## src/rtl/jtpopeye_pkg.sv

```systemverilog
// Shared definitions for the Popeye tile/sprite RAM paths: the background
// write-sequencer state encoding and the nibble-merge helper.
package jtpopeye_pkg;

  typedef enum logic [1:0] {
    ST_IDLE = 2'd0,
    ST_RD   = 2'd1,
    ST_CAP  = 2'd2,
    ST_WR   = 2'd3
  } bck_st_t;

  // Replace one nibble of the stored byte with the matching nibble of din.
  function automatic logic [7:0] nib_merge(input logic       hi,
                                           input logic [7:0] din,
                                           input logic [7:0] old);
    return hi ? {din[7:4], old[3:0]} : {old[7:4], din[3:0]};
  endfunction

endpackage

```

## src/rtl/jtpopeye_bck_arb.sv

```systemverilog
// Background tile RAM arbiter: video reads always win the RAM in their own
// cycle; CPU nibble writes run as a read-modify-write that yields to video.
//
// state | meaning
// ------+----------------------------------------------------------
// IDLE  | no write pending; buffer accepts a new CPU nibble write
// RD    | present buffered address for read (stalls on vid_req)
// CAP   | capture RAM data into old_q; RAM free for video
// WR    | write merged byte, pulse cpu_done (stalls on vid_req)
module jtpopeye_bck_arb #(
  parameter int AW = 12
) (
  input  logic          clk,
  input  logic          rst,
  input  logic          vid_req,
  input  logic [AW-1:0] vid_addr,
  output logic [7:0]    vid_dout,
  output logic          vid_ok,
  input  logic          cpu_we,
  input  logic [AW-1:0] cpu_addr,
  input  logic          cpu_hi,
  input  logic [7:0]    cpu_din,
  output logic          cpu_busy,
  output logic          cpu_done,
  output logic [AW-1:0] ram_addr,
  output logic          ram_we,
  output logic [7:0]    ram_din,
  input  logic [7:0]    ram_dout
);
  import jtpopeye_pkg::*;

  bck_st_t       st, st_nx;
  logic [AW-1:0] buf_addr;
  logic          buf_hi;
  logic [7:0]    buf_din;
  logic [7:0]    old_q;
  logic          rd_pend;
  logic          accept;

  assign cpu_busy = (st != ST_IDLE);
  assign accept   = cpu_we & ~cpu_busy;
  assign ram_din  = nib_merge(buf_hi, buf_din, old_q);

  // Next state and RAM grant; video overrides everything, reset blocks writes.
  always_comb begin
    st_nx    = st;
    ram_addr = buf_addr;
    ram_we   = 1'b0;
    cpu_done = 1'b0;
    case (st)
      ST_IDLE: if (accept) st_nx = ST_RD;
      ST_RD:   if (!vid_req) st_nx = ST_CAP;
      ST_CAP:  st_nx = ST_WR;
      ST_WR: begin
        if (!vid_req) begin
          ram_we   = 1'b1;
          cpu_done = 1'b1;
          st_nx    = ST_IDLE;
        end
      end
      default: st_nx = ST_IDLE;
    endcase
    if (vid_req) begin
      ram_addr = vid_addr;
      ram_we   = 1'b0;
    end
    if (rst) begin
      ram_we   = 1'b0;
      cpu_done = 1'b0;
    end
  end

  // Sequencer state, write buffer and captured old byte.
  always_ff @(posedge clk) begin
    if (rst) begin
      st       <= ST_IDLE;
      buf_addr <= '0;
      buf_hi   <= 1'b0;
      buf_din  <= 8'd0;
      old_q    <= 8'd0;
    end else begin
      st <= st_nx;
      if (accept) begin
        buf_addr <= cpu_addr;
        buf_hi   <= cpu_hi;
        buf_din  <= cpu_din;
      end
      if (st == ST_CAP) old_q <= ram_dout;
    end
  end

  // Fixed two-cycle video read pipeline, independent of the CPU sequencer.
  always_ff @(posedge clk) begin
    if (rst) begin
      rd_pend  <= 1'b0;
      vid_ok   <= 1'b0;
      vid_dout <= 8'd0;
    end else begin
      rd_pend <= vid_req;
      vid_ok  <= rd_pend;
      if (rd_pend) vid_dout <= ram_dout;
    end
  end

endmodule

```

## config.mk

```make
export PLATFORM = sky130hd
export DESIGN_NAME = jtpopeye_bck_arb
export DESIGN_NICKNAME = d
export VERILOG_FILES = /design/src/rtl/jtpopeye_pkg.sv /design/src/rtl/jtpopeye_bck_arb.sv
export SDC_FILE = /design/constraint.sdc
export NUM_CORES = 1
export LEC_CHECK = 0
export ABC_CLOCK_PERIOD_IN_PS = 2500
export CAP_MARGIN = 0
export CORE_UTILIZATION = 45
export CTS_CLUSTER_DIAMETER = 150
export DETAILED_ROUTE_END_ITERATION = 10
export GPL_TIMING_DRIVEN = 0
export PLACE_DENSITY = 0.85
export SYNTH_ARGS = -nofsm -noshare
export SYNTH_HDL_FRONTEND = slang
export SYNTH_SLANG_ARGS = --single-unit
```

## constraint.sdc

```tcl
create_clock -name clk -period 2.5 [get_ports clk]
set_clock_uncertainty 0.1 [all_clocks]
set_input_delay 0.5 -clock clk [delete_from_list [all_inputs] [get_ports clk]]
set_output_delay 0.5 -clock clk [all_outputs]
set_load 0.01 [all_outputs]
```

======== After elaboration in Yosys (flattened, before gate mapping) ========
Cells that the tools add are included.
storage, ports and cells
  output and inout port bits .............. 32
  register bits after elaboration ......... 41
  input port bits ......................... 45
operators by class
  multiplexer cells ....................... 12
  reductions and logical operators ........ 3
  equal/unequal tests ..................... 6
  bitwise gates (word level) .............. 2
operators with widths
  operator            count
  $mux 12             1
  $mux 8              1
  $pmux 2 s4          1
  $mux 1              6
  $mux 2              3
  $ne 2x2->1 const B  3
  $eq 2x2->1 const B  2
  $reduce_and 3->1    1
  $eq 2x1->1 const B  1
  $logic_not 2->1     1
  $reduce_bool 2->1   1
  $and 1x1->1         1
  $not 1->1           1

======== Depth between registers and ports, before layout ========
  depth after elaboration ................. 5
  mapped depth ............................ 6
  gate-level depth less buffers ........... 5

======== Worst setup path after synthesis ========
OpenSTA, ideal clock, no wires.
  path type ............................... input -> output
  from .................................... in rst
  to ...................................... out ram_we
  data required time ...................... 1.900 ns
  slack ................................... 0.536 ns
  cell stages on the path ................. 4
  arrival time ............................ 1.364 ns
  cell sequence ........................... buf_2 buf_2 nor3b_1 buf_4
between the ends
  word-level cells in the longest chain between the ends .. 1
RTL lines
  element      line                    source
  from (decl)  jtpopeye_bck_arb.sv:14  input logic rst,
  $mux 1       jtpopeye_bck_arb.sv:67  if (rst) begin
  to (decl)    jtpopeye_bck_arb.sv:26  output logic ram_we,
No other way between the ends.

======== Worst setup path in the final report ========
  from .................................... reg st[1]
  to ...................................... out ram_we
between the ends
  word-level cells in the longest chain between the ends .. 4
RTL lines
  element                 line                    source
  from (decl)             jtpopeye_bck_arb.sv:32  bck_st_t st, st_nx;
  from (signal assigned)  jtpopeye_bck_arb.sv:82  st <= st_nx;
  $eq 2x2->1              jtpopeye_bck_arb.sv:50  case (st)
  $mux 1                  jtpopeye_bck_arb.sv:50
  $mux 1                  jtpopeye_bck_arb.sv:63  if (vid_req) begin
  $mux 1                  jtpopeye_bck_arb.sv:67
No other way between the ends.

==> flow_summary.json <==
{
  "outcome": "completed",
  "post_drt_wl_per_cell_um": 13.52,
  "numPortBuffers": 74,
  "drv_cap": 0,
  "hp-class": "input port to flip-flop",
  "synth_area_mm2": 0.001823,
  "tritoncts": "done",
  "min_period_ns": 2.460,
  "r2r_cells": 6,
  "post_cts_resized": 0,
  "async_reset_ff_share_pct": 0,
  "insertion_delay_ns": 0.29,
  "cellPowerDensity_mw_per_mm2": 779.2,
  "vias": 1566,
  "postSynthAreaPerCell_um2": 9.544,
  "dp_slack_ns": 0.09704,
  "cp_slowest_cell": "clkdlybuf4s50_1",
  "ys_warn_count": 0,
  "numCtsBuffers": 5,
  "whs_ns": 0.3369,
  "synth_area_leaders": "dfxtp_1 45%, mux2i_1 9.3%, nand2_1 8.9%",
  "h-tree-depth": 2,
  "initial_core_util_pct": 48.34,
  "die-area_mm2": 0.004310,
  "clockBufferDepth": 2,
  "synth-seq-cells": 41,
  "max_stage_delay_ns": 0.52,
  "grtUsageMet3_pct": 4.340,
  "globalRouteMet1Util_pct": 23.88,
  "n_antenna_cell": 0,
  "crit_fanout": 4,
  "r2r-end": "buf_addr[9]",
  "clock_sinks": 41,
  "drc": 0,
  "final_util_pct": 72.66,
  "maxSlewViolCount": 0,
  "die_x_um": 65.65,
  "end_kind": "primary output",
  "fin_tns_setup_ns": 0,
  "synth_nets": 240,
  "ant_nets": 0,
  "wirelength_mm": 4.340,
  "synth.largest_area_cell": "dfxtp_1",
  "required_ns": 1.90,
  "firstDrtPassIters": 4,
  "final_nets": 321,
  "vias_per_cell": 4.879,
  "cts_setup_buffers": 0,
  "drt_iter0_drc": 37,
  "relSlewSlack_pct": 65.75,
  "synth_top_flop_cell": "dfxtp_1",
  "die_h_um": 65.65,
  "areaGrowthSynthToFinish_pct": 50.31,
  "clock.fmax_ghz": 0.4065,
  "total_power_mw": 2.135,
  "rows": 22,
  "final_hold_viol_count": 0,
  "grt_pass1_vias": 1518,
  "clkTransAtPathRegs_ns": 0.07,
  "synth_edf_count": 0,
  "grt_max_degree": 13,
  "startpoint_type": "flip-flop",
  "worstMarginPinSlew_ns": 0.5138,
  "grt.busiest_layer": "met2",
  "r2r-start": "st[0]",
  "peakVddDrop_v": 0.0006455,
  "core_area_mm2": 0.003771,
  "period_share_pct": 98.41,
  "synth_most_common_cell": "nand2_1",
  "grtUsageMet2_pct": 38.39,
  "ioPinCount": 77,
  "rsz0062_at_grt": "no",
  "synth_top_area_share_pct": 45.02,
  "grt_pass1_wl_mm": 6.948,
  "drive_gt1_share_pct": 15.75,
  "setup.worst_path.end": "ram_we",
  "p_leak_nw": 1.097,
  "antenna_found_initial": 0,
  "gp_congestion": 0.7633,
  "synth_cells": 191,
  "cts-root-buf": "clkbuf_8",
  "crit_type": "flip-flop to primary output",
  "ys_top_cells_by_count": "43 x nand2_1, 41 x dfxtp_1, 22 x a21oi_1, 17 x mux2i_1, 17 x nor2_1",
  "arrival_ns": 1.86,
  "grt_use_total_pct": 21.95,
  "synth-seq-area-share_pct": 45.02,
  "setup.worst_path.start": "st[1]",
  "synth.distinct_cells": 20,
  "dp_hpwl_mm": 3.260,
  "ctsHoldBuffers": 0,
  "setup_viol": 0,
  "cp_cell_sequence": "ha_1 -> nor3b_1 -> buf_4 -> clkdlybuf4s50_1",
  "overflow": 0,
  "r2r_setup_slack_ns": 1.00,
  "setup_ws_ns": 0.03976
}
[worst max-delay path: cells and delay by family, from the launching register on]
family                   cells  cell delay [ns]
adder cells (fa/ha/maj)      1             0.20
buffers and inverters        2             0.69
flip-flops                   1             0.38
AND/OR/NAND/NOR              1             0.30
[kinds of logic after synthesis]
logic type                 after synthesis  share of synthesized area [%]
and+or+nand+nor                         66                          14.62
muxes                                   37                          23.34
buffers and inverters                   18                          6.931
adders and majority gates                4                          2.745
DFF                                     41                          45.02
AOI/OAI and AO/OA                       25                          7.344
[report_power, final]
part	leakage, nW	internal (mW)	switching, mW
Sequential	0.336	0.755	0.0547
Combinational	0.703	0.420	0.358
Clock	0.0585	0.325	0.222
[sequential cells by signal, indices dropped and copies added (netlist names)]
signal / flops
old_q: 8
vid_ok: 1
rd_pend: 1
buf_hi: 1
vid_dout: 8
buf_addr: 12
buf_din: 8
st: 2
[routing by layer]
metal	up-vias	wire length (µm)
li1	787	-
met1	726	1787
met2	44	2234
met3	9	209
met4	0	109
met5	-	0
[metrics by stage]
stage / cells / instance area (µm²)
floorplan: 191 / 1823
global placement: 313 / 2624
detailed placement: 313 / 2624
CTS: 321 / 2740
global route: 321 / 2740
finish: 321 / 2740
[worst min-delay path by stage]
stage / end / slack [ns] / cells past startpoint / startpoint
2_1_floorplan: buf_din[4] / 0.33 / 2 / buf_din[4]
3_3_place_gp: buf_din[4] / 0.34 / 2 / buf_din[4]
3_5_place_dp: buf_din[2] / 0.35 / 2 / buf_din[2]
4_1_cts: rd_pend / 0.33 / 2 / rst
5_1_grt: rd_pend / 0.34 / 2 / rst
6_report: rd_pend / 0.34 / 2 / rst
[area by class of cell]
class                   instances  area, µm²
plain buffers                  15      115.1
clock buffers                   7      86.33
clock inverters                 1      30.03
fillers                       308       1031
inverters                       3      11.26
multi-input cells             132      875.8
flip-flops and latches         41      820.8
well taps                      48      60.06
repair buffers                 74      740.7
[cell usage in the layout (no fill, tap or decap)]
cell and n:
buf_6 3, clkbuf_8 6, inv_1 3, bufinv_16 1, nor2_1 17, dfxtp_1 41, nand2b_1 2, nand2_1 43
nor3b_1 1, buf_2 7, o21a_1 2, mux2_2 12, ha_1 4, nor2b_1 2, clkdlybuf4s50_1 74, a21oi_1 22
buf_12 1, buf_4 3, and2_4 1, o21ai_2 1, clkbuf_1 2, mux2_4 8, mux2i_1 17
(Power assumes the default switching activity.)
